$ cat config.mk
export PLATFORM = sky130hd
export DESIGN_NAME = pipeline_hazard_scoreboard_flat
export DESIGN_NICKNAME = d
export VERILOG_FILES = /design/src/rtl/pipeline_pkg.sv /design/src/rtl/pipeline_hazard_scoreboard_if.sv /design/src/rtl/scoreboard_port_match.sv /design/src/rtl/pipeline_hazard_scoreboard.sv /design/src/flat_wrapper.sv
export SDC_FILE = /design/constraint.sdc
export NUM_CORES = 1
export LEC_CHECK = 0
export BUFFER_PORTS_ARGS = -buffer_cell sky130_fd_sc_hd__buf_2
export CAP_MARGIN = 20
export CORE_MARGIN = 5
export CORE_UTILIZATION = 57
export CTS_CLUSTER_SIZE = 12
export DETAILED_ROUTE_END_ITERATION = 10
export PLACE_DENSITY = 0.95
export SKIP_CTS_REPAIR_TIMING = 1
export SLEW_MARGIN = 20
export SYNTH_ARGS = -nofsm -noshare
export SYNTH_HDL_FRONTEND = slang
export SYNTH_SLANG_ARGS = --single-unit
export TNS_END_PERCENT = 1
$ cat constraint.sdc
create_clock -name clk -period 3.3 [get_ports clk]
set_clock_uncertainty 0.05 [all_clocks]
set_input_delay 0.33 -clock clk [delete_from_list [all_inputs] [get_ports clk]]
set_output_delay 0.33 -clock clk [all_outputs]
set_load 0.01 [all_outputs]
$ cat src/rtl/pipeline_pkg.sv
// Shared pipeline constants: stage indices, the result-ready stage per instruction type
// and a constant-foldable clog2 used to size stage-index fields.
package pipeline_pkg;

   localparam int STAGE_EXE = 0;
   localparam int STAGE_MEM = 1;

   typedef enum logic [1:0] {
      INSN_ALU      = 2'd0,
      INSN_LOAD_IMM = 2'd1,
      INSN_LOAD_MEM = 2'd2
   } insn_kind_e;

   localparam int RDY_ALU      = STAGE_EXE;
   localparam int RDY_LOAD_IMM = STAGE_EXE;
   localparam int RDY_LOAD_MEM = STAGE_MEM;

   function automatic int clog2(input int value);
      int result;
      int rem;
      result = 0;
      rem    = value - 1;
      while (rem > 0) begin
         result = result + 1;
         rem    = rem >> 1;
      end
      return result;
   endfunction

   function automatic int ready_stage_of(input insn_kind_e kind);
      case (kind)
         INSN_LOAD_MEM: return RDY_LOAD_MEM;
         INSN_LOAD_IMM: return RDY_LOAD_IMM;
         default:       return RDY_ALU;
      endcase
   endfunction

endpackage

$ cat src/rtl/pipeline_hazard_scoreboard_if.sv
// Issue request and hazard-resolution response between the issue register (master)
// and the hazard scoreboard (slave); all responses are combinational in the same cycle.
interface pipeline_hazard_scoreboard_if #(
   parameter int NUM_REGS = 32,
   parameter int ADDR_W   = 5,
   parameter int NUM_READ = 2,
   parameter int SW       = 2
);
   logic                       issue_valid;
   logic                       issue_dst_valid;
   logic [ADDR_W-1:0]          issue_dst;
   logic [SW-1:0]              issue_ready_stage;
   logic [NUM_READ-1:0]        issue_src_valid;
   logic [NUM_READ*ADDR_W-1:0] issue_src;
   logic                       squash;
   logic                       flush;
   logic                       stall;
   logic [NUM_READ-1:0]        fwd_hit;
   logic [NUM_READ*SW-1:0]     fwd_stage;
   logic [NUM_REGS-1:0]        busy;
   logic [31:0]                stall_count;

   modport master (
      output issue_valid, issue_dst_valid, issue_dst, issue_ready_stage,
      output issue_src_valid, issue_src, squash, flush,
      input  stall, fwd_hit, fwd_stage, busy, stall_count
   );

   modport slave (
      input  issue_valid, issue_dst_valid, issue_dst, issue_ready_stage,
      input  issue_src_valid, issue_src, squash, flush,
      output stall, fwd_hit, fwd_stage, busy, stall_count
   );

endinterface

$ cat src/rtl/scoreboard_port_match.sv
// Priority match of one source register against the in-flight entry vector; the youngest
// matching entry decides between bypass (result already produced) and hazard. Purely combinational.
module scoreboard_port_match #(
   parameter int ADDR_W     = 5,
   parameter int PIPE_DEPTH = 3,
   parameter int SW         = 2,
   parameter int R0_ZERO    = 0
) (
   input  logic                         src_vld,
   input  logic [ADDR_W-1:0]            src,
   input  logic [PIPE_DEPTH-1:0]        ent_v,
   input  logic [PIPE_DEPTH*ADDR_W-1:0] ent_dst,
   input  logic [PIPE_DEPTH*SW-1:0]     ent_rdy,
   output logic                         hazard,
   output logic                         hit,
   output logic [SW-1:0]                stage
);

   logic src_live;
   logic found;

   assign src_live = src_vld && !((R0_ZERO != 0) && (src == '0));

   // Stage 0 is the youngest entry, so the first match in ascending order shadows older writers.
   always_comb begin
      hazard = 1'b0;
      hit    = 1'b0;
      stage  = '0;
      found  = 1'b0;
      for (int k = 0; k < PIPE_DEPTH; k++) begin
         if (src_live && !found && ent_v[k] && (ent_dst[k*ADDR_W +: ADDR_W] == src)) begin
            found = 1'b1;
            if (SW'(k) >= ent_rdy[k*SW +: SW]) begin
               hit   = 1'b1;
               stage = SW'(k);
            end else begin
               hazard = 1'b1;
            end
         end
      end
   end

endmodule

$ cat src/rtl/pipeline_hazard_scoreboard.sv
// Hazard scoreboard: tracks in-flight destinations from issue to write-back and resolves each
// read port into bypass, stall or register-file read in the same cycle; downstream never stalls.
module pipeline_hazard_scoreboard
   import pipeline_pkg::*;
#(
   parameter int NUM_REGS   = 32,
   parameter int ADDR_W     = 5,
   parameter int PIPE_DEPTH = 3,
   parameter int NUM_READ   = 2,
   parameter int R0_ZERO    = 0
) (
   input  logic                       clk,
   input  logic                       rst,
   pipeline_hazard_scoreboard_if.slave sb
);

   localparam int SW = (clog2(PIPE_DEPTH) > 1) ? clog2(PIPE_DEPTH) : 1;

   logic [PIPE_DEPTH-1:0]             v_q, v_d;
   logic [PIPE_DEPTH-1:0][ADDR_W-1:0] dst_q, dst_d;
   logic [PIPE_DEPTH-1:0][SW-1:0]     rdy_q, rdy_d;
   logic [31:0]                       stall_count_q, stall_count_d;

   logic [NUM_READ-1:0]               port_hazard;
   logic [NUM_READ-1:0]               port_hit;
   logic [NUM_READ-1:0][SW-1:0]       port_stage;
   logic                              stall;
   logic                              dst_is_zero;
   logic                              load_v;
   logic [NUM_REGS-1:0]               busy_vec;

   for (genvar p = 0; p < NUM_READ; p++) begin : g_port
      scoreboard_port_match #(
         .ADDR_W    (ADDR_W),
         .PIPE_DEPTH(PIPE_DEPTH),
         .SW        (SW),
         .R0_ZERO   (R0_ZERO)
      ) u_match (
         .src_vld (sb.issue_src_valid[p]),
         .src     (sb.issue_src[p*ADDR_W +: ADDR_W]),
         .ent_v   (v_q),
         .ent_dst (dst_q),
         .ent_rdy (rdy_q),
         .hazard  (port_hazard[p]),
         .hit     (port_hit[p]),
         .stage   (port_stage[p])
      );
   end

   assign stall       = sb.issue_valid & (|port_hazard);
   assign dst_is_zero = (R0_ZERO != 0) && (sb.issue_dst == '0);
   // A stalled or squashed instruction becomes a bubble in stage 0.
   assign load_v      = sb.issue_valid & sb.issue_dst_valid & ~stall & ~sb.squash & ~dst_is_zero;

   always_comb begin
      v_d      = '0;
      dst_d    = '0;
      rdy_d    = '0;
      v_d[0]   = load_v;
      dst_d[0] = sb.issue_dst;
      rdy_d[0] = sb.issue_ready_stage;
      for (int k = 1; k < PIPE_DEPTH; k++) begin
         v_d[k]   = v_q[k-1];
         dst_d[k] = dst_q[k-1];
         rdy_d[k] = rdy_q[k-1];
      end
      if (sb.flush) begin
         v_d = '0;
      end
   end

   always_comb begin
      stall_count_d = stall_count_q;
      if (stall && (stall_count_q != 32'hFFFF_FFFF)) begin
         stall_count_d = stall_count_q + 32'd1;
      end
   end

   always_comb begin
      busy_vec = '0;
      for (int k = 0; k < PIPE_DEPTH; k++) begin
         if (v_q[k] && (int'(dst_q[k]) < NUM_REGS)) begin
            busy_vec[dst_q[k]] = 1'b1;
         end
      end
   end

   always_ff @(posedge clk or negedge rst) begin
      if (!rst) begin
         v_q           <= '0;
         dst_q         <= '0;
         rdy_q         <= '0;
         stall_count_q <= '0;
      end else begin
         v_q           <= v_d;
         dst_q         <= dst_d;
         rdy_q         <= rdy_d;
         stall_count_q <= stall_count_d;
      end
   end

   assign sb.stall       = stall;
   assign sb.fwd_hit     = port_hit;
   assign sb.fwd_stage   = port_stage;
   assign sb.busy        = busy_vec;
   assign sb.stall_count = stall_count_q;

   a_ready_stage_legal: assert property (@(posedge clk) disable iff (!rst)
      (sb.issue_valid && sb.issue_dst_valid) |-> (int'(sb.issue_ready_stage) <= PIPE_DEPTH - 1));

endmodule

$ cat src/flat_wrapper.sv
// flat-port wrapper written by rule: the top's interface ports become plain ports
module pipeline_hazard_scoreboard_flat import pipeline_pkg::*;
#(
   parameter int NUM_REGS   = 32,
   parameter int ADDR_W     = 5,
   parameter int PIPE_DEPTH = 3,
   parameter int NUM_READ   = 2,
   parameter int R0_ZERO    = 0
)
  (clk, rst, sb_issue_valid, sb_issue_dst_valid, sb_issue_dst, sb_issue_ready_stage, sb_issue_src_valid, sb_issue_src, sb_squash, sb_flush, sb_stall, sb_fwd_hit, sb_fwd_stage, sb_busy, sb_stall_count);
  pipeline_hazard_scoreboard_if #(.NUM_REGS(NUM_REGS), .ADDR_W(ADDR_W), .NUM_READ(NUM_READ), .SW((2))) sb_i ();
  input  logic clk;
  input  logic rst;
  input wire logic [$bits(sb_i.issue_valid)-1:0] sb_issue_valid;
  input wire logic [$bits(sb_i.issue_dst_valid)-1:0] sb_issue_dst_valid;
  input wire logic [$bits(sb_i.issue_dst)-1:0] sb_issue_dst;
  input wire logic [$bits(sb_i.issue_ready_stage)-1:0] sb_issue_ready_stage;
  input wire logic [$bits(sb_i.issue_src_valid)-1:0] sb_issue_src_valid;
  input wire logic [$bits(sb_i.issue_src)-1:0] sb_issue_src;
  input wire logic [$bits(sb_i.squash)-1:0] sb_squash;
  input wire logic [$bits(sb_i.flush)-1:0] sb_flush;
  output wire logic [$bits(sb_i.stall)-1:0] sb_stall;
  output wire logic [$bits(sb_i.fwd_hit)-1:0] sb_fwd_hit;
  output wire logic [$bits(sb_i.fwd_stage)-1:0] sb_fwd_stage;
  output wire logic [$bits(sb_i.busy)-1:0] sb_busy;
  output wire logic [$bits(sb_i.stall_count)-1:0] sb_stall_count;
  assign sb_i.issue_valid = sb_issue_valid;
  assign sb_i.issue_dst_valid = sb_issue_dst_valid;
  assign sb_i.issue_dst = sb_issue_dst;
  assign sb_i.issue_ready_stage = sb_issue_ready_stage;
  assign sb_i.issue_src_valid = sb_issue_src_valid;
  assign sb_i.issue_src = sb_issue_src;
  assign sb_i.squash = sb_squash;
  assign sb_i.flush = sb_flush;
  assign sb_stall = sb_i.stall;
  assign sb_fwd_hit = sb_i.fwd_hit;
  assign sb_fwd_stage = sb_i.fwd_stage;
  assign sb_busy = sb_i.busy;
  assign sb_stall_count = sb_i.stall_count;
  pipeline_hazard_scoreboard #(.NUM_REGS(NUM_REGS), .ADDR_W(ADDR_W), .PIPE_DEPTH(PIPE_DEPTH), .NUM_READ(NUM_READ), .R0_ZERO(R0_ZERO)) u_core (.clk(clk), .rst(rst), .sb(sb_i));
endmodule
==> results.ini, run 1 <==
[cells_and_area]
area_growth_pct=16.0
final_layout_size_suffix_gt1_frac=0.240
fill_cells=478
regArea_sq_um=1400
nets=491
multi_input_area_sq_um=1910
antennaDiodeCount=0

[pwr]
total_power_mw=1.27
p_int_mw=0.972
p_leak_nw=2.10
p_sw_frac=0.237
power_frac_comb=0.084
clockPowerShare=0.341
pwr_density_cell_nw_per_um2=316
switchingPower_mw=0.303
seq_power_share=0.575
irDropWorstVdd_v=0.000253

[job]
max_cap_viol_count=0

[synthesis]
synth_area_sq_um=3480
ys.flop_type=dfrtp_1
seq_area_frac_synth=0.403
syn_area_per_cell_sq_um=9.04
yosys_warnings=0
syn_nets=411
ys_ff_latch=56
syn_inst=385
ys_types=40
synth_edf_count=0
ys_async_sr_fraction=1.00

[clock_tree]
cts.clk_slew.worst_paths_ns=0.10
cts_tree=done
numCtsBuffers=5
worstSkewPairLatency_ns=0.30
htreeDepth=2
clock-sinks=56
cts_root_buffer=clkbuf_8
ctsLongestPathBuffers=2

[setup_path]
slowest_stage=a21oi_4
rrSetupSlack_ns=0.47
start_kind=flip-flop
rr_worst_depth=7
path_class=flip-flop to flip-flop
worstReg2RegStart=u_core.dst_d[12]$_DFF_PN0_
path_cells=xor2_1 -> nor4_1 -> o211ai_1 -> a21boi_1 -> nand2_1 -> a21oi_4 -> mux2_2
crit_arrival_ns=2.97
critPathMaxFanout=27
worst_r2r_endpoint=u_core.sb.stall_count[1]$_DFFE_PN0P_
worstPathRequired_ns=3.44
slowest_delay_ns=0.57
cp-end-kind=flip-flop

[floorplanning]
die_w_um=88.1
core_area_sq_um=5920
initial_core_util=0.588
die-area_sq_um=7770
die_h_um=88.1
core.rowCount=28
ios=96

[drt]
post-route-drc-count=0
wl_um=9010
wl_per_cell_um=16.6
via_per_inst=5.93
num_vias=3207
drtAntennaViolNets=0
first_iter_violations=329
drt_first_pass_iters=7

[grt]
grt_use_total=0.239
grt_start_max_net_pins=39
grt_overflow=0
grt_pass1_vias=3146
antenna_found_initial=0
grt_pass1_wl_um=14800

[sta]
fin_setup_tns_ns=0
grt_setup_unrepaired=false
fin_crit_sh=0.859
clock.fmax_ghz=0.353
holdWs_ns=0.0599
min_period_ns=2.83
slew_viol_final=0
slew_headroom=0.451
setup_viol=0
finalHoldViolCount=0
worstMarginPinSlew_ns=0.823

[place]
portBuffers=95
routabilityCongestion=0.982
post-dp-hpwl_um=6690

[min_path]
worstHoldPathType=input pin to async pin

[status]
status=completed

power groups by stage:
stage | registers [mW] | clock network (mW) | logic [mW]
after global placement | 0.743 | 0 | 0.106
final | 0.733 | 0.434 | 0.107
after floorplan | 0.722 | 0 | 0.0829
after global routing | 0.737 | 0.481 | 0.119
after detailed placement | 0.746 | 0 | 0.107
after CTS | 0.732 | 0.445 | 0.108
flip-flops by register name, indices dropped and copies added, names as in the netlist:
register,flops
u_core.rdy_q,2
u_core.rdy_d,4
u_core.sb.stall_count,32
u_core.v_q,3
u_core.dst_d,10
u_core.dst_q,5
stage by stage:
stage,setup WS [ns],utilization,instance area [sq um],cells
after global placement,0.606,0.663,3930,533
final,0.466,0.682,4040,541
after CTS,0.499,0.682,4040,541
after global routing,0.240,0.682,4040,541
after detailed placement,0.501,0.663,3930,533
after floorplan,0.911,-,3480,385
final cells by class:
cell class | count | area share
clock buffers | 6 | 0.0180
flip-flops and latches | 56 | 0.347
repair buffers | 99 | 0.125
clock inverters | 2 | 0.00868
well taps | 75 | 0.0233
multi-input cells | 299 | 0.474
inverters | 4 | 0.00372
cells in the mapped netlist, types with 2 or more instances:
| cell | n | area share |
|---|---|---|
| nand4_1 | 16 | 0.029 |
| xor2_1 | 15 | 0.038 |
| inv_1 | 4 | 0.0043 |
| nor2b_1 | 3 | 0.0054 |
| nand3_1 | 11 | 0.016 |
| buf_4 | 5 | 0.011 |
| a22oi_1 | 30 | 0.065 |
| and3b_1 | 10 | 0.025 |
| nor3b_1 | 12 | 0.026 |
| nor4_1 | 2 | 0.0036 |
| buf_6 | 3 | 0.0097 |
| or3_1 | 4 | 0.0072 |
| o21ai_0 | 2 | 0.0029 |
| xnor2_1 | 46 | 0.12 |
| and3_1 | 22 | 0.040 |
| nor2_1 | 12 | 0.013 |
| nor3_1 | 6 | 0.0086 |
| o211ai_1 | 2 | 0.0043 |
| dfrtp_1 | 56 | 0.40 |
| a222oi_1 | 2 | 0.0058 |
| and2_1 | 2 | 0.0036 |
| nand2_1 | 84 | 0.091 |
| clkbuf_1 | 8 | 0.0086 |
| buf_2 | 10 | 0.014 |
| and4_1 | 3 | 0.0076 |
routing by layer:
layer,up-vias,part of all wire,GRT usage
met3,16,0.081,0.0452
met1,1525,0.42,0.321
li1,1501,-,-
met5,-,0,0
met2,165,0.49,0.394
met4,0,0.014,0.0755
placed cells by master, fill, tap and decap left out, drive strengths merged, types with 3 or more instances in the layout:
| master | synthesis | routed |
|---|---|---|
| and3 | 22 | 22 |
| inv | 4 | 4 |
| nor2b | 3 | 3 |
| a21oi | 3 | 3 |
| a22oi | 31 | 31 |
| and4 | 3 | 3 |
| buf | 18 | 99 |
| xnor2 | 46 | 46 |
| xor2 | 15 | 15 |
| nor3b | 12 | 12 |
| nand3 | 11 | 11 |
| nor2 | 12 | 12 |
| and3b | 10 | 10 |
| nand4 | 16 | 16 |
| dfrtp | 56 | 56 |
| nand2 | 84 | 84 |
| nor3 | 6 | 6 |
| nor4 | 3 | 3 |
| clkbuf | 8 | 6 |
| or3 | 4 | 4 |
worst max path at each step:
stage / start / endpoint
final: u_core.dst_d[12]$_DFF_PN0_ / u_core.sb.stall_count[1]$_DFFE_PN0P_
after global placement: u_core.dst_d[7]$_DFF_PN0_ / u_core.sb.stall_count[1]$_DFFE_PN0P_
after CTS: u_core.dst_d[12]$_DFF_PN0_ / u_core.sb.stall_count[1]$_DFFE_PN0P_
after floorplan: u_core.dst_q[14]$_DFF_PN0_ / sb_fwd_hit[0]
after global routing: u_core.dst_d[12]$_DFF_PN0_ / u_core.sb.stall_count[31]$_DFFE_PN0P_
after detailed placement: u_core.dst_d[12]$_DFF_PN0_ / u_core.sb.stall_count[1]$_DFFE_PN0P_
cells by family (layout without fill, tap and decap cells):
kind of cell	count (synthesis)	in the layout	synth area share
compound gates	46	46	0.107
xor+xnor	61	61	0.154
fa+ha+maj	1	1	0.00360
buf+inv	30	111	0.0478
flops	56	56	0.403
mux	1	1	0.00324
simple gates	190	190	0.282
critical path: cells and delay by family (launching register included):
family / cells / cell delay, ns
compound gates: 3 / 0.97
mux: 1 / 0.40
flops: 1 / 0.53
xor+xnor: 1 / 0.22
simple gates: 2 / 0.54
Power figures use the tool's default switching activity.
==> run 2: changes to the inputs <==
CORE_UTILIZATION = 59   (was 57)
CTS_BUF_LIST = sky130_fd_sc_hd__clkbuf_8   (was default)
==> results.ini, run 2 (same netlist as run 1, synthesis figures left out) <==
[status]
status=completed

[clock_tree]
cts.clk_slew.worst_paths_ns=0.10  ; about the same
htreeDepth=2  ; unchanged
clock-sinks=56  ; unchanged
cts_root_buffer=clkbuf_8
cts_tree=done
worstSkewPairLatency_ns=0.32  ; +0.02 ns
numCtsBuffers=5  ; unchanged
ctsLongestPathBuffers=2  ; unchanged

[sta]
fin_setup_tns_ns=0  ; unchanged
slew_viol_final=0  ; unchanged
worstMarginPinSlew_ns=0.782  ; -0.0411 ns
setup_viol=0  ; unchanged
slew_headroom=0.479  ; +0.0274
clock.fmax_ghz=0.349  ; -1.2%
finalHoldViolCount=0  ; unchanged
min_period_ns=2.87  ; +0.0340 ns
fin_crit_sh=0.869  ; +0.0103
grt_setup_unrepaired=false

[cells_and_area]
area_growth_pct=16.4
fill_cells=442  ; -7.5%
regArea_sq_um=1400  ; unchanged
mostFrequentLayoutCell=buf_2
final_area_sq_um=4050  ; +0.34%
multi_input_area_sq_um=1910  ; unchanged
nets=494  ; +0.61%
largest_reg_flops=32  ; unchanged
antennaDiodeCount=0  ; unchanged
final_cell_mix=buf_2 (95), nand2_1 (84), dfrtp_1 (56), xnor2_1 (46), a22oi_1 (30)
final_layout_size_suffix_gt1_frac=0.244  ; +0.00377

[place]
post-dp-hpwl_um=7360  ; +10%
portBuffers=95  ; unchanged
routabilityCongestion=0.911  ; -7.3%
place_area_sq_um=3950  ; +0.57%

[floorplanning]
ios=96  ; unchanged
core.rowCount=28  ; unchanged
initial_core_util=0.598  ; +0.0106
die_w_um=86.8  ; -1.5%
die-area_sq_um=7530  ; -3.0%
die_h_um=86.8  ; -1.5%
core_area_sq_um=5820  ; -1.8%

[grt]
grt_pass1_wl_um=15800  ; +7.0%
grt_use_total=0.263  ; +0.0242
grt_start_max_net_pins=38  ; -2.6%
antenna_found_initial=0  ; unchanged
grt_overflow=0  ; unchanged
grt_pass1_vias=3418  ; +8.6%

[pwr]
p_leak_nw=2.11  ; +0.44%
pwr_density_cell_nw_per_um2=315  ; -0.21%
irDropWorstVdd_v=0.000396  ; +56%

[drt]
wl_um=9790  ; +8.7%
drtAntennaViolNets=0  ; unchanged
post-route-drc-count=0  ; unchanged
via_per_inst=6.23  ; +5.0%
num_vias=3374  ; +5.2%
drt_first_pass_iters=5  ; -2
first_iter_violations=402  ; +22%
wl_per_cell_um=18.1  ; +8.5%

[setup_path]
worstPathRequired_ns=3.49  ; +0.05 ns
crit_arrival_ns=3.05  ; +0.08 ns
start_kind=flip-flop
worstReg2RegStart=u_core.dst_q[14]$_DFF_PN0_
critPathMaxFanout=27  ; unchanged
startpoint=u_core.dst_q[14]$_DFF_PN0_
cp-end-kind=flip-flop
path_class=flip-flop to flip-flop
rrSetupSlack_ns=0.43  ; -0.03 ns

[job]
max_cap_viol_count=0  ; unchanged

[min_path]
worstHoldPathType=input pin to async pin

## run 2: cell types whose count changed in the layout (fill, tap and decap cells not counted), sizes merged
cell | previous run | this run
clkbuf | 6 | 5
clkinv | 1 | 0
buf | 99 | 102
## run 2: path summary, 6_finish.rpt
check | to | cells past startpoint
max in group asynchronous | u_core.sb.stall_count[2]$_DFFE_PN0P_ | 2
setup reg to reg | u_core.sb.stall_count[21]$_DFFE_PN0P_ | 8
min in group clk | u_core.rdy_d[3]$_DFF_PN0_ | 1
hold / removal | u_core.rdy_d[4]$_DFF_PN0_ | 1
hold reg to reg | u_core.rdy_q[4]$_DFF_PN0_ | 0
setup / recovery | u_core.sb.stall_count[21]$_DFFE_PN0P_ | 8
## run 2: critical path, stage by stage, from the launching register on
cell,delay [ns]
dfrtp_1,0.49
xor2_1,0.20
nor4_1,0.30
nand3_1,0.16
o32ai_2,0.32
a22oi_2,0.19
a21oi_4,0.59
and3b_1,0.29
xor2_1,0.19
## run 2: where the power goes
part | leakage (nW) | switching (mW) | internal (mW) | total [mW]
Sequential | 0.733 | 0.0302 | 0.700 | 0.730
Clock | 0.0501 | 0.212 | 0.218 | 0.430
Combinational | 1.33 | 0.0671 | 0.0486 | 0.116
## run 2: per-layer routing
layer | GRT usage | vias to the layer above | part of all wire
li1 | - | 1505 | -
met1 | 0.322 | 1603 | 0.37
met2 | 0.444 | 230 | 0.50
met3 | 0.0570 | 36 | 0.10
met4 | 0.118 | 0 | 0.027
met5 | 0 | - | 0
## run 2: per-stage QoR
stage | total power, mW | utilization | hold slack [ns] | setup slack [ns] | cells
global route | 1.32 | 0.696 | 0.0588 | 0.165 | 542
finish | 1.28 | 0.696 | 0.0302 | 0.432 | 542
detailed placement | 0.857 | 0.679 | 0.295 | 0.448 | 536
global placement | 0.852 | 0.679 | 0.283 | 0.593 | 536
CTS | 1.28 | 0.696 | 0.0598 | 0.440 | 542
floorplan | 0.804 | - | -0.0156 | 0.911 | 385
## run 2: layout make-up
type | count | share of cell area
timing repair buffer | 102 | 0.130
inverter | 4 | 0.00371
sequential | 56 | 0.346
multi-input combinational | 299 | 0.472
clock buffer | 5 | 0.0170
tap | 75 | 0.0232
clock inverter | 1 | 0.00742
